**src/rtl/pwm_pkg.sv**
```systemverilog
// -----------------------------------------------------------------------------
// pwm_pkg
// Shared constants and types for the PWM generator.
//   ANCHO_PWM    : default counter / duty width (period = 2^ANCHO_PWM clocks)
//   PASO_RAMPA   : default soft-start step per period (used with PWM_RAMPA_EN)
//   estado_pwm_t : run state of the generator
// -----------------------------------------------------------------------------
package pwm_pkg;

    localparam int ANCHO_PWM  = 10;
    localparam int PASO_RAMPA = 32;

    typedef enum logic {
        INACTIVO = 1'b0,
        ACTIVO   = 1'b1
    } estado_pwm_t;

endpackage

```
**src/rtl/rampa_duty.sv**
```systemverilog
// -----------------------------------------------------------------------------
// rampa_duty
// Combinational next-shadow computation for the soft-start ramp. The applied
// duty moves toward the commanded duty by at most PASO per call; when the
// remaining distance is within PASO it lands exactly on the command.
// Works in both directions. All differences are taken in ANCHO+1 bits so
// nothing wraps.
// Ports:
//   duty_actual : current shadow duty
//   cuenta_max  : commanded duty
//   duty_sig    : duty to load at the next period boundary
// -----------------------------------------------------------------------------
module rampa_duty
    import pwm_pkg::*;
#(
    parameter int ANCHO = ANCHO_PWM,
    parameter int PASO  = PASO_RAMPA
) (
    input  logic [ANCHO-1:0] duty_actual,
    input  logic [ANCHO-1:0] cuenta_max,
    output logic [ANCHO-1:0] duty_sig
);

    // A step larger than the full range behaves like a direct load; clamp it
    // so it fits the ANCHO+1 bit arithmetic.
    localparam int             PASO_SAT = (PASO > (1 << ANCHO)) ? (1 << ANCHO) : PASO;
    localparam logic [ANCHO:0] PASO_W   = PASO_SAT[ANCHO:0];

    logic [ANCHO:0] actual_w;
    logic [ANCHO:0] objetivo_w;
    logic [ANCHO:0] dif;

    always_comb begin
        actual_w   = {1'b0, duty_actual};
        objetivo_w = {1'b0, cuenta_max};
        dif        = '0;
        duty_sig   = cuenta_max;
        if (objetivo_w > actual_w) begin
            dif = objetivo_w - actual_w;
            // dif > PASO guarantees actual+PASO < cuenta_max, so it fits ANCHO bits
            if (dif > PASO_W) begin
                duty_sig = ANCHO'(actual_w + PASO_W);
            end
        end else begin
            dif = actual_w - objetivo_w;
            // dif > PASO guarantees actual-PASO > cuenta_max, so no underflow
            if (dif > PASO_W) begin
                duty_sig = ANCHO'(actual_w - PASO_W);
            end
        end
    end

endmodule

```
**src/rtl/generador_pwm.sv**
```systemverilog
// -----------------------------------------------------------------------------
// generador_pwm
// Registered PWM generator. A free-running period counter is compared against
// a shadow copy of the commanded duty; the shadow only updates at the period
// boundary (counter = 2^ANCHO-1), so setpoint changes never cut a pulse short.
//
// Optional build macro: PWM_RAMPA_EN
//   defined   : shadow ramps toward cuenta_max by PASO per period and is held
//               at 0 while idle, so every enable soft-starts.
//   undefined : shadow loads cuenta_max directly at each boundary and tracks
//               it every cycle while idle.
//
// Ports:
//   clk         : system clock, rising edge
//   reset       : synchronous, active-high
//   habilitar   : run enable; low forces output off and counter to 0
//   cuenta_max  : commanded duty (counts out of 2^ANCHO)
//   pwm_out     : gate drive, registered
//   fin_periodo : one-cycle pulse, last cycle of each period, registered
//   duty_actual : duty currently applied (shadow register)
//   estado      : current FSM state, for observation
//
// Output timing: pwm_out and fin_periodo are registered from the counter
// value, so they show the counter's cycle k one clock later. Enable sampled at
// edge N moves the FSM to ACTIVO with counter 0; the first high pulse appears
// after edge N+1.
// -----------------------------------------------------------------------------
module generador_pwm
    import pwm_pkg::*;
#(
    parameter int ANCHO = ANCHO_PWM,
    parameter int PASO  = PASO_RAMPA
) (
    input  logic             clk,
    input  logic             reset,
    input  logic             habilitar,
    input  logic [ANCHO-1:0] cuenta_max,
    output logic             pwm_out,
    output logic             fin_periodo,
    output logic [ANCHO-1:0] duty_actual,
    output estado_pwm_t      estado
);

    localparam logic [ANCHO-1:0] CUENTA_FIN = '1;

    if (PASO < 1) begin : g_paso_invalido
        $error("generador_pwm: PASO must be at least 1");
    end

    estado_pwm_t      estado_sig;
    logic [ANCHO-1:0] contador;
    logic [ANCHO-1:0] contador_sig;
    logic [ANCHO-1:0] duty_sig;
    logic             pwm_sig;
    logic             fin_sig;
    logic [ANCHO-1:0] duty_frontera;

`ifdef PWM_RAMPA_EN
    rampa_duty #(
        .ANCHO (ANCHO),
        .PASO  (PASO)
    ) u_rampa (
        .duty_actual (duty_actual),
        .cuenta_max  (cuenta_max),
        .duty_sig    (duty_frontera)
    );
`else
    assign duty_frontera = cuenta_max;
`endif

    // Next state, counter, shadow and registered outputs.
    always_comb begin
        estado_sig   = estado;
        contador_sig = '0;
        duty_sig     = duty_actual;
        pwm_sig      = 1'b0;
        fin_sig      = 1'b0;
        case (estado)
            INACTIVO: begin
                if (habilitar) begin
                    estado_sig = ACTIVO;
                end
`ifdef PWM_RAMPA_EN
                duty_sig = '0;
`else
                duty_sig = cuenta_max;
`endif
            end
            ACTIVO: begin
                if (!habilitar) begin
                    // Abort immediately: counter and output clear next cycle.
                    estado_sig = INACTIVO;
                end else begin
                    contador_sig = contador + ANCHO'(1);
                    pwm_sig      = (contador < duty_actual);
                    fin_sig      = (contador == CUENTA_FIN);
                    if (contador == CUENTA_FIN) begin
                        duty_sig = duty_frontera;
                    end
                end
            end
            default: begin
                estado_sig = INACTIVO;
            end
        endcase
    end

    always_ff @(posedge clk) begin
        if (reset) begin
            estado      <= INACTIVO;
            contador    <= '0;
            duty_actual <= '0;
            pwm_out     <= 1'b0;
            fin_periodo <= 1'b0;
        end else begin
            estado      <= estado_sig;
            contador    <= contador_sig;
            duty_actual <= duty_sig;
            pwm_out     <= pwm_sig;
            fin_periodo <= fin_sig;
        end
    end

endmodule

```
**config.mk**
```make
export PLATFORM = sky130hd
export DESIGN_NAME = generador_pwm
export DESIGN_NICKNAME = d
export VERILOG_FILES = /design/src/rtl/pwm_pkg.sv /design/src/rtl/rampa_duty.sv /design/src/rtl/generador_pwm.sv
export SDC_FILE = /design/constraint.sdc
export NUM_CORES = 1
export LEC_CHECK = 0
export CAP_MARGIN = 10
export CORE_MARGIN = 8
export CORE_UTILIZATION = 51
export DETAILED_ROUTE_END_ITERATION = 7
export PLACE_DENSITY = 0.82
export SLEW_MARGIN = 20
export SYNTH_ARGS = -nofsm -noshare
export SYNTH_HDL_FRONTEND = slang
export SYNTH_SLANG_ARGS = --single-unit
```
**constraint.sdc**
```tcl
create_clock -name clk -period 4.01 [get_ports clk]
set_input_delay 0.6015 -clock clk [delete_from_list [all_inputs] [get_ports clk]]
set_output_delay 0.6015 -clock clk [all_outputs]
set_load 0.02 [all_outputs]
```
Word level (Yosys, flattened, before mapping):

Index checks and enable logic that the tools add are counted.

* bits of input ports: 13
* RAM bits: 0
* bits in registers: 23
* output and inout bits: 13
* latch bits: 0
* memories: 0
* bits in read-only memories: 0

* div/mod/pow operators: 0
* order comparisons: 1
* $mul: 0
* add/sub/neg operators: 1
* equality and inequality tests: 3
* multiplexer cells: 4
* bitwise operators: 2
* reductions and logical operators: 2
* shift operators: 0

Operators by type and width (count)
* 2-to-1 mux 10 bit: 2
* one-hot mux 10 bit (2 select lines): 1
* adder 10 x 1 -> 10 bit (second input constant): 1
* equality test 10 bit (second input constant): 1
* less-than comparator 10 bit: 1
* OR reduction 3 bit: 1
* != test 2 x 1 -> 1 bit (second input constant): 1
* != test 2 bit (second input constant): 1
* inverter 1 bit: 2
* AND reduction 2 bit: 1
* 2-to-1 mux 1 bit: 1

Logic depth before layout (Yosys ltp):

* depth after elaboration: 4
* gate-level depth with buffers: 6

Least setup slack after synthesis:

No wires, ideal clock.

* path type: flip-flop to flip-flop
* start point: reg duty_actual[9]
* end point: reg pwm_out
* stages on the path, launching flop included: 6
* buffers on the path: 0
* clock period less this slack: 1.553 ns
* arrival time: 1.479 ns
* path slack: 2.457 ns
* cell sequence: dfxtp_1 -> inv_1 -> ha_1 -> and3_1 -> a2111o_1 -> a31oi_1

* cells in the longest elaborated chain, start to end: 1

RTL lines
* start: declaration: RTL line generador_pwm.sv:40 `output logic [ANCHO-1:0] duty_actual,`
* start signal: assignment: RTL line generador_pwm.sv:118 `duty_actual <= duty_sig;`
* less-than comparator 10 bit: RTL line generador_pwm.sv:95 `pwm_sig = (contador < duty_actual);`
* end signal: assignment: RTL line generador_pwm.sv:119 `pwm_out <= pwm_sig;`
* end: declaration: RTL line generador_pwm.sv:38 `output logic pwm_out,`

No other way between the ends.
A chain may end at the register's enable or synchronous reset.

Final worst setup path:

* start point: reg contador[0]
* end point: reg duty_actual[9]

* cells in the longest elaborated chain, start to end: 3

RTL lines
* start: declaration: RTL line generador_pwm.sv:51 `logic [ANCHO-1:0] contador;`
* start signal: assignment: RTL line generador_pwm.sv:117 `contador <= contador_sig;`
* equality test 10 bit: RTL line generador_pwm.sv:97 `if (contador == CUENTA_FIN) begin`
* != test 2 x 1 -> 1 bit (no source line)
* AND reduction 2 bit (no source line)

No other way between the ends.

==> impl_metrics.yaml <==
sta:
  slew_viol_final: 0
  setup-violations-final: 0
  rsz0062_at_grt: "false"
  slew-limit-headroom_pct: 27.1
  min_period_over_period_pct: 56.2
  fin_skew_ps: 2.76
  final.min_clock_period_ps: 2250
  whs_ps: 507
  timing.fmax_mhz: 444
  worst_pin_slew_ps: 1090
  hold_viol: 0
  setup_tns_ps: 0
detailed_routing:
  vias_per_cell: 5.14
  dr.pass1.iters: 4
  drt_iter0_markers: 22
  ant_nets: 0
  vias: 868
  drc: 0
  wl_per_cell_um: 13.3
  routed_wl_um: 2240
floorplanning:
  initial_core_util_pct: 54.3
  ios: 26
  die_area_um2: 3840
  rows: 16
  die_h_um: 61.9
  fp.coreArea_um2: 1980
  die_width_um: 61.9
synthesis:
  synth_top_area_cell: "dfxtp_1"
  ys_types: 27
  ys_warn_count: 0
  syn_nets: 139
  avgSynthCellArea_um2: 9.28
  syn_area_um2: 1080
  seq_area_frac_synth_pct: 42.8
  synth_area_leaders: "dfxtp_1, ha_1, mux2i_1, nor2_1, inv_1"
  synth_cells: 116
  synth_top_area_share_pct: 42.8
  ys_ff_latch: 23
setup_path:
  critical_path_class: "reg -> reg"
  r2r-start: "contador[0]$_SDFF_PP0_"
  cp_max_fo: 10
  r2r_setup_slack_ps: 1760
  end_kind: "flop"
  cp.required_ps: 4210
  reg2reg_to: "duty_actual[9]$_SDFFE_PP0P_"
  arrival_ps: 2460
  setup.worst_path.start_class: "flop"
  crit_start: "contador[0]$_SDFF_PP0_"
  r2r_cells: 5
cts:
  clock_latency_ps: 310
  cts_buffers: 3
  cts_tree: "built"
  cts_setup_buffers: 0
  cts_max_level: 1
  cts.sinks: 23
  cts_buffer_depth: 2
  ctsResizeCount: 0
  clk_pin_slew_worst_paths_ps: 130
  cts_hold_buf: 0
  cts_root_buffer: "clkbuf_4"
layout:
  drive_gt1_share_pct: 4.93
  area_growth_pct: 27.2
  fin_nets: 166
  antenna_cells: 0
global_routing:
  gr-usage-met3_pct: 2.88
  grt_pass1_wl_um: 3920
  grt_max_degree: 14
  grtUsageMet1_pct: 15.7
  grt_pass1_vias: 910
  top_usage_layer: "met2"
  track_usage_pct: 13.5
  overflow: 0
  grt_use_met2_pct: 23.0
  antenna_found_initial: 0
power:
  leakage_nw: 0.581
  p_per_area_nw_per_um2: 301
  peakVddDrop_v: 0.000227
worst_hold_path:
  min-delay-start: "contador[9]$_SDFF_PP0_"
  hold_path_end: "fin_periodo$_SDFF_PP0_"
  min_path_cells: 2
  hold_path_class: "reg -> reg"
placed_design:
  finalWeightedCongestion: 0.858
  dp_hpwl_um: 1780
  io_buffers: 25
status:
  outcome: "completed"
job:
  cap_viol_max_count: 0
cell usage after synthesis:
| master | number |
|---|---|
| a21o_1 | 1 |
| or3_1 | 1 |
| nor3_1 | 2 |
| xor2_1 | 2 |
| o21ai_0 | 2 |
| xnor2_1 | 4 |
| nor4_1 | 1 |
| a2111o_1 | 1 |
| o31ai_2 | 1 |
| nand4_1 | 2 |
| clkbuf_1 | 2 |
| nand4_2 | 1 |
| nand3_1 | 4 |
| and3_1 | 2 |
| or3_2 | 1 |
| a31oi_1 | 1 |
| nor2_1 | 18 |
| buf_6 | 1 |
| inv_1 | 13 |
| nand2_1 | 4 |
| nand2b_1 | 1 |
| o221ai_1 | 1 |
| nor2b_1 | 2 |
| a21oi_1 | 5 |
| mux2i_1 | 10 |
| ha_1 | 10 |
| dfxtp_1 | 23 |
cells in the final DEF, fill, tap and decap left out, types with 2 or more instances in the layout:
cell,n
ha_1,10
a21oi_1,5
nor2_1,18
mux2i_1,10
clkbuf_4,3
inv_1,13
nor2b_1,2
xor2_1,2
and3_1,2
nor3_1,2
nand4_1,2
dfxtp_1,23
nand2_1,4
xnor2_1,4
o21ai_0,2
nand3_1,4
clkdlybuf4s50_1,25
through the flow:
| stage | cell area (um^2) | worst slack (ps) | util [%] | instances | power (mW) |
|---|---|---|---|---|---|
| finish | 1370 | 1760 | 69.1 | 169 | 0.412 |
| CTS | 1370 | 1740 | 69.1 | 169 | 0.418 |
| global route | 1370 | 1570 | 69.1 | 169 | 0.431 |
| floorplan | 1080 | 2460 | - | 116 | 0.279 |
| detailed placement | 1340 | 1490 | 67.7 | 165 | 0.310 |
| global placement | 1340 | 1560 | 67.7 | 165 | 0.308 |
flip-flops by register name, summed over array words and instances (netlist names):
name and flops:
contador 10, duty_actual 10, estado 1, fin_periodo 1
pwm_out 1
how the worst max path moves through the flow:
stage | end | slack, ps
after floorplan | pwm_out$_SDFF_PP0_ | 2460
after global placement | pwm_out$_SDFF_PP0_ | 1560
after detailed placement | duty_actual[9]$_SDFFE_PP0P_ | 1490
after CTS | duty_actual[9]$_SDFFE_PP0P_ | 1740
after global routing | duty_actual[8]$_SDFFE_PP0P_ | 1570
final | duty_actual[9]$_SDFFE_PP0P_ | 1760
area by class of cell:
class	count	area, um^2
clock buffer	3	22.5
timing repair buffer	25	250
fill	152	613
tap	27	33.8
inverter	13	48.8
multi-input combinational	77	548
sequential	23	460
clock inverter	1	5.00
layer usage:
| metal | wire length (um) | share of wire [%] |
|---|---|---|
| met5 | 0 | 0 |
| met2 | 1030 | 46 |
| met1 | 1040 | 46 |
| met3 | 137 | 6.1 |
| met4 | 42 | 1.9 |
worst max-delay path: stages (launching register included):
cell and delay (ps):
dfxtp_1 430, ha_1 260, nand4_2 170, o31ai_2 940, mux2i_1 290, nor2_1 60
where the power goes:
part | switching (mW) | internal [mW]
registers | 0.00613 | 0.236
logic | 0.0280 | 0.0340
clock network | 0.0706 | 0.0373
cells by family after synthesis:
group,Yosys count,share of synthesized area (%)
buffers and inverters,16,6.28
AO/OA/AOI/OAI,12,7.56
multiplexers,10,9.30
flip-flops,23,42.8
XOR/XNOR,6,4.88
adder cells (fa/ha/maj),10,11.6
AND/OR/NAND/NOR,39,17.6
Power figures use the tool's default switching activity.
